--- config.mk ---
export PLATFORM = sky130hd
export DESIGN_NAME = heading_sender_flat
export DESIGN_NICKNAME = d
export VERILOG_FILES = /design/src/rtl/heading_pkg.sv /design/src/rtl/heading_sender_if.sv /design/src/rtl/heading_cmd_fifo.sv /design/src/rtl/heading_sender.sv /design/src/flat_wrapper.sv
export SDC_FILE = /design/constraint.sdc
export NUM_CORES = 1
export LEC_CHECK = 0
export CAP_MARGIN = 20
export CORE_MARGIN = 2
export CORE_UTILIZATION = 50
export DETAILED_ROUTE_END_ITERATION = 7
export HOLD_SLACK_MARGIN = 0.12
export MAX_ROUTING_LAYER = met4
export PLACE_DENSITY = 0.82
export SYNTH_ARGS = -nofsm -noshare
export SYNTH_HDL_FRONTEND = slang
export SYNTH_SLANG_ARGS = --single-unit
export TNS_END_PERCENT = 30
--- constraint.sdc ---
create_clock -name clock -period 2 [get_ports clock]
set_input_delay 0.3 -clock clock [delete_from_list [all_inputs] [get_ports clock]]
set_output_delay 0.3 -clock clock [all_outputs]
set_load 0.05 [all_outputs]
--- src/rtl/heading_pkg.sv ---
// Shared types and constants for the heading key-sequencing transmitter.
package heading_pkg;
  localparam int WORD_W = 8;
  localparam int VAL_W  = 7;

  localparam logic TARGET_P = 1'b0;
  localparam logic TARGET_Q = 1'b1;

  typedef enum logic [2:0] {
    S_IDLE = 3'd0,
    S_REQ  = 3'd1,
    S_GAP  = 3'd2,
    S_CONF = 3'd3,
    S_HOLD = 3'd4
  } state_e;

  // Heading inputData layout: target selects P/Q in the top bit.
  function automatic logic [WORD_W-1:0] pack_cmd(logic target, logic [VAL_W-1:0] value);
    return {target, value};
  endfunction
endpackage

--- src/rtl/heading_sender_if.sv ---
// Command handshake between a host driver and heading_sender.
interface heading_sender_if;
  import heading_pkg::*;
  logic             cmd_valid;
  logic             cmd_target;
  logic [VAL_W-1:0] cmd_value;
  logic             cmd_ready;

  modport master (output cmd_valid, cmd_target, cmd_value, input cmd_ready);
  modport slave  (input cmd_valid, cmd_target, cmd_value, output cmd_ready);
endinterface

--- src/rtl/heading_cmd_fifo.sv ---
// Small command FIFO; pointers carry an extra wrap bit to tell full from empty.
module heading_cmd_fifo #(
  parameter int DEPTH = 4,
  parameter int WIDTH = 8
) (
  input  logic                     clock,
  input  logic                     reset_n,
  input  logic                     push,
  input  logic [WIDTH-1:0]         din,
  input  logic                     pop,
  output logic [WIDTH-1:0]         dout,
  output logic                     full,
  output logic                     empty,
  output logic [$clog2(DEPTH):0]   count
);
  localparam int AW = $clog2(DEPTH);

  logic [AW:0]      wr_q, wr_d, rd_q, rd_d;
  logic [WIDTH-1:0] mem_q [DEPTH];
  logic [WIDTH-1:0] mem_d [DEPTH];
  logic             push_ok, pop_ok;

  assign full    = (wr_q[AW] != rd_q[AW]) && (wr_q[AW-1:0] == rd_q[AW-1:0]);
  assign empty   = (wr_q == rd_q);
  assign count   = wr_q - rd_q;
  assign dout    = mem_q[rd_q[AW-1:0]];
  // Full refuses a push even when a pop happens in the same cycle.
  assign push_ok = push && !full;
  assign pop_ok  = pop && !empty;

  always_comb begin
    mem_d = mem_q;
    wr_d  = wr_q;
    rd_d  = rd_q;
    if (push_ok) begin
      mem_d[wr_q[AW-1:0]] = din;
      wr_d = wr_q + (AW+1)'(1);
    end
    if (pop_ok) rd_d = rd_q + (AW+1)'(1);
  end

  always_ff @(posedge clock or negedge reset_n) begin
    if (!reset_n) begin
      wr_q <= '0;
      rd_q <= '0;
    end else begin
      wr_q <= wr_d;
      rd_q <= rd_d;
    end
  end

  always_ff @(posedge clock) mem_q <= mem_d;
endmodule

--- src/rtl/heading_sender.sv ---
// Replays queued P/Q write commands as request / gap / confirm / hold key sequences.
module heading_sender
  import heading_pkg::*;
#(
  parameter int FIFO_DEPTH  = 4,
  parameter int GAP_CYCLES  = 2,
  parameter int HOLD_CYCLES = 1
) (
  input  logic                         clock,
  input  logic                         reset_n,
  heading_sender_if.slave              cmd,
  output logic                         request,
  output logic                         confirm,
  output logic [WORD_W-1:0]            data_out,
  output logic                         busy,
  output logic                         done,
  output logic [$clog2(FIFO_DEPTH):0]  fifo_count
);
  localparam int CNT_MAX = (GAP_CYCLES > HOLD_CYCLES) ? GAP_CYCLES : HOLD_CYCLES;
  localparam int CNT_W   = $clog2(CNT_MAX) + 1;
  localparam logic [CNT_W-1:0] GAP_LAST  = CNT_W'(GAP_CYCLES - 1);
  localparam logic [CNT_W-1:0] HOLD_LAST = CNT_W'(HOLD_CYCLES - 1);

  state_e              state_q, state_d;
  logic [CNT_W-1:0]    cnt_q, cnt_d;
  logic [WORD_W-1:0]   hold_q, hold_d;
  logic [WORD_W-1:0]   data_q, data_d;
  logic                request_q, request_d;
  logic                confirm_q, confirm_d;
  logic                done_q, done_d;
  logic [WORD_W-1:0]   fifo_dout;
  logic                fifo_full, fifo_empty, fifo_pop;

  assign cmd.cmd_ready = !fifo_full;
  assign fifo_pop      = (state_q == S_IDLE) && !fifo_empty;

  heading_cmd_fifo #(.DEPTH(FIFO_DEPTH), .WIDTH(WORD_W)) u_fifo (
    .clock   (clock),
    .reset_n (reset_n),
    .push    (cmd.cmd_valid),
    .din     (pack_cmd(cmd.cmd_target, cmd.cmd_value)),
    .pop     (fifo_pop),
    .dout    (fifo_dout),
    .full    (fifo_full),
    .empty   (fifo_empty),
    .count   (fifo_count)
  );

  always_comb begin
    state_d = state_q;
    cnt_d   = cnt_q;
    hold_d  = hold_q;
    unique case (state_q)
      S_IDLE: if (!fifo_empty) begin
        hold_d  = fifo_dout;
        state_d = S_REQ;
      end
      S_REQ: begin
        cnt_d   = '0;
        state_d = S_GAP;
      end
      S_GAP: if (cnt_q == GAP_LAST) state_d = S_CONF;
             else cnt_d = cnt_q + CNT_W'(1);
      S_CONF: begin
        cnt_d   = '0;
        state_d = S_HOLD;
      end
      S_HOLD: if (cnt_q == HOLD_LAST) state_d = S_IDLE;
              else cnt_d = cnt_q + CNT_W'(1);
      default: state_d = S_IDLE;
    endcase

    // Outputs are registered alongside the state so they line up with it.
    request_d = (state_d == S_REQ);
    confirm_d = (state_d == S_CONF);
    data_d    = (state_d == S_IDLE) ? '0 : hold_d;
    done_d    = (state_q == S_HOLD) && (state_d == S_IDLE);
  end

  always_ff @(posedge clock or negedge reset_n) begin
    if (!reset_n) begin
      state_q   <= S_IDLE;
      cnt_q     <= '0;
      hold_q    <= '0;
      data_q    <= '0;
      request_q <= 1'b0;
      confirm_q <= 1'b0;
      done_q    <= 1'b0;
    end else begin
      state_q   <= state_d;
      cnt_q     <= cnt_d;
      hold_q    <= hold_d;
      data_q    <= data_d;
      request_q <= request_d;
      confirm_q <= confirm_d;
      done_q    <= done_d;
    end
  end

  assign request  = request_q;
  assign confirm  = confirm_q;
  assign data_out = data_q;
  assign done     = done_q;
  assign busy     = (state_q != S_IDLE) || (fifo_count != '0);
endmodule
--- src/flat_wrapper.sv ---
// flat-port wrapper written by rule: the top's interface ports become plain ports
module heading_sender_flat import heading_pkg::*;
#(
  parameter int FIFO_DEPTH  = 4,
  parameter int GAP_CYCLES  = 2,
  parameter int HOLD_CYCLES = 1
)
  (clock, reset_n, request, confirm, data_out, busy, done, fifo_count, cmd_cmd_valid, cmd_cmd_target, cmd_cmd_value, cmd_cmd_ready);
  heading_sender_if cmd_i ();
  input  logic clock;
  input  logic reset_n;
  output logic request;
  output logic confirm;
  output logic [WORD_W-1:0] data_out;
  output logic busy;
  output logic done;
  output logic [$clog2(FIFO_DEPTH):0] fifo_count;
  input wire logic [$bits(cmd_i.cmd_valid)-1:0] cmd_cmd_valid;
  input wire logic [$bits(cmd_i.cmd_target)-1:0] cmd_cmd_target;
  input wire logic [$bits(cmd_i.cmd_value)-1:0] cmd_cmd_value;
  output wire logic [$bits(cmd_i.cmd_ready)-1:0] cmd_cmd_ready;
  assign cmd_i.cmd_valid = cmd_cmd_valid;
  assign cmd_i.cmd_target = cmd_cmd_target;
  assign cmd_i.cmd_value = cmd_cmd_value;
  assign cmd_cmd_ready = cmd_i.cmd_ready;
  heading_sender #(.FIFO_DEPTH(FIFO_DEPTH), .GAP_CYCLES(GAP_CYCLES), .HOLD_CYCLES(HOLD_CYCLES)) u_core (.clock(clock), .reset_n(reset_n), .cmd(cmd_i), .request(request), .confirm(confirm), .data_out(data_out), .busy(busy), .done(done), .fifo_count(fifo_count));
endmodule
==> metrics <==
area of the multi-input gates=805 sq um; CTS clock-pin slew for the worst setup and hold paths=0.07 ns; row count=25; failing checks=setup timing; Syn Nets=178; DR WL/cell=14.8 um; Post-Syn Instances=157; startpoint types=register; HP Class=input port to asynchronous set/reset pin; worst-path maximum fanout=2; chip height=75.3 um; Die W=75.3 um; area share of the largest cell type after synthesis=37.8%; Post-DP HPWL=2.80 mm; gr usage total=17.2%; total wire length=4.01 mm; vias in the first global route=1401; Synth cell types=33; first-pass GRT wire length=approximately 6.6 mm; # port buffers=26; Vias=1347; Hold Buf Count CTS=0; initial antenna violation count=0; CP Data Arrival Time=1.86 ns; clock skew=0.00746 ns; die area=5680 sq um; FF-to-FF Start=u_core.u_fifo.wr_q[1]; core area=4820 sq um; DP Area=2980 sq um; Syn-to-layout area delta=25.7%; H-tree levels=3; Setup crit end kind=output port; Final GP Congestion=0.790; clk sinks=62; Fillers=372; Worst Slack Setup Final=-0.163 ns; Setup Viol. Count Final=2; clk root buf=clkbuf_8; remaining global-route overflow=0; asr flop ratio synth=48.4%; DRT Pass-1 Iters=4; CP Launch Point=u_core.u_fifo.rd_q[0]; Post-synth EDFFs=32; DR DRC count=0; Vias/cell=4.97; # IOs=27; Final Cell Area=3200 sq um; Hold Fails Final Rpt=0; share of cells above drive strength 1=27.0%; Num CTS Buffers=9; register area=between 1500 and 2000 sq um; Setup CP Type=register to output port; synth warn=0; final core occ=between 60% and 70%; nets=220; final worst path period need=2.16 ns; largest net degree at the start of global routing=31; most numerous cell in the Yosys netlist=edfxtp_1; largest area contributor in the netlist=edfxtp_1; Syn Std Cell Area=2540 sq um; Slew @ Worst Pin=0.576 ns; fmax=462 MHz; Max clock buf depth=2; Clock Latency Late Sink=about 0.32 ns; antenna cells=0; Commonest cells post-synth=edfxtp_1 (32), dfrtp_1 (30), a21o_1 (16), inv_1 (10), ha_1 (9); Final Cycle Share=108%; Initial Util=52.8%; Main synth FF type=edfxtp_1; run status=finished with violations; fin. max-slew vios=0; Starting DRT DRC Count=109; Required @ worst endpoint=1.70 ns; ranking of synthesized cells by area=edfxtp_1 (38%), dfrtp_1 (29%), mux4_2 (7.1%); Routed Antenna Nets=0; syn_area_per_cell=~16 sq um; unrepaired setup endpoints after global routing=true; Slew HR=61.3%; Yosys reg bits=62; MaxCap Viol Count=0; CTS tree=done; sequential area share after synthesis=67.3%
==> timing repair <==
item | in CTS | in global routing
pin swaps | 2 | 0
gates cloned | 0 | 0
setup buffers | 4 | 1
endpoints found under the setup margin | 3 | 27
gates resized for setup | 1 | 3
==> path summary, 6_finish.rpt <==
| check | to | slack (ns) | depth (start not counted) |
|---|---|---|---|
| min in group clock | u_core.hold_q[6] | 0.48 | 1 |
| max reg2reg | u_core.u_fifo.mem_q[3] | 0.16 | 4 |
| min reg2reg | u_core.hold_q[6] | 0.48 | 1 |
| max in group asynchronous | u_core.u_fifo.wr_q[2] | 1.36 | 2 |
| min | u_core.done | 0.37 | 2 |
| max | busy | -0.16 | 5 |
==> metrics by stage <==
step / hold slack (ns) / setup TNS, ns / worst slack [ns] / std cells
after detailed placement: 0.466 / 0 / 0.0388 / 250
after floorplan: 0.00441 / -0.125 / -0.125 / 157
after global placement: 0.459 / 0 / 0.106 / 250
after CTS: 0.364 / -0.251 / -0.196 / 270
after global routing: 0.388 / -0.327 / -0.240 / 271
final: 0.367 / -0.188 / -0.163 / 271
==> registers in the layout (all words and copies together) (netlist names), 2 cells and up <==
| register | cells |
|---|---|
| u_core.u_fifo.mem_q | 32 |
| u_core.data_out | 8 |
| u_core.hold_q | 8 |
| u_core.state_q | 3 |
| u_core.u_fifo.rd_q | 3 |
| u_core.u_fifo.wr_q | 3 |
| u_core.cnt_q | 2 |
==> kinds of logic (layout without fill, tap and decap cells) <==
| group | Yosys count | in the layout | share of synthesized area, % |
|---|---|---|---|
| multiplexers | 10 | 10 | 7.92 |
| XOR/XNOR | 7 | 7 | 2.70 |
| adder cells (fa/ha/maj) | 10 | 10 | 5.21 |
| AND/OR/NAND/NOR | 28 | 28 | 6.83 |
| buffers and inverters | 15 | 62 | 2.66 |
| flip-flops | 62 | 62 | 67.3 |
| AO/OA/AOI/OAI | 25 | 25 | 7.42 |
==> cells in the final DEF, fill, tap and decap left out, drive strengths merged <==
cell type	instances
nand4b	1
clkdlybuf4s50	21
a21o	16
a21oi	1
clkinvlp	1
o21ai	5
nand3b	1
nor2b	1
clkinv	1
mux2	1
xnor2	4
and3	2
mux4	8
and2	12
a31oi	1
o21a	2
edfxtp	32
nand3	1
dfrtp	30
or2	1
xor2	3
inv	12
nand2	6
ha	9
fa	1
clkbuf	13
nor3	1
buf	14
nor2	2
mux2i	1
==> worst max-delay path, stage by stage, from the launching register on <==
cell and delay, ns:
dfrtp_1 0.41, ha_4 0.17, fa_2 0.37, xor2_4 0.16
nand4b_1 0.24, buf_12 0.19
==> area by class of cell <==
| class | count | area share [%] |
|---|---|---|
| inverter | 11 | 1.37 |
| multi-input combinational | 80 | 25.1 |
| timing repair buffer | 35 | 11.8 |
| clock inverter | 3 | 0.587 |
| clock buffer | 13 | 4.97 |
| tap | 67 | 2.62 |
| sequential | 62 | 53.5 |
==> metal layers <==
layer	vias up	wire length (um)	GRT usage, %
met1	672	1750	20.9
li1	638	-	-
met2	31	2030	26.5
met4	0	76	8.19
met3	6	157	5.16
met5	-	0	-
Power is left out: the tool's default activity adds up to more than one toggle a clock period on the data nets, which glitch-free logic cannot reach.
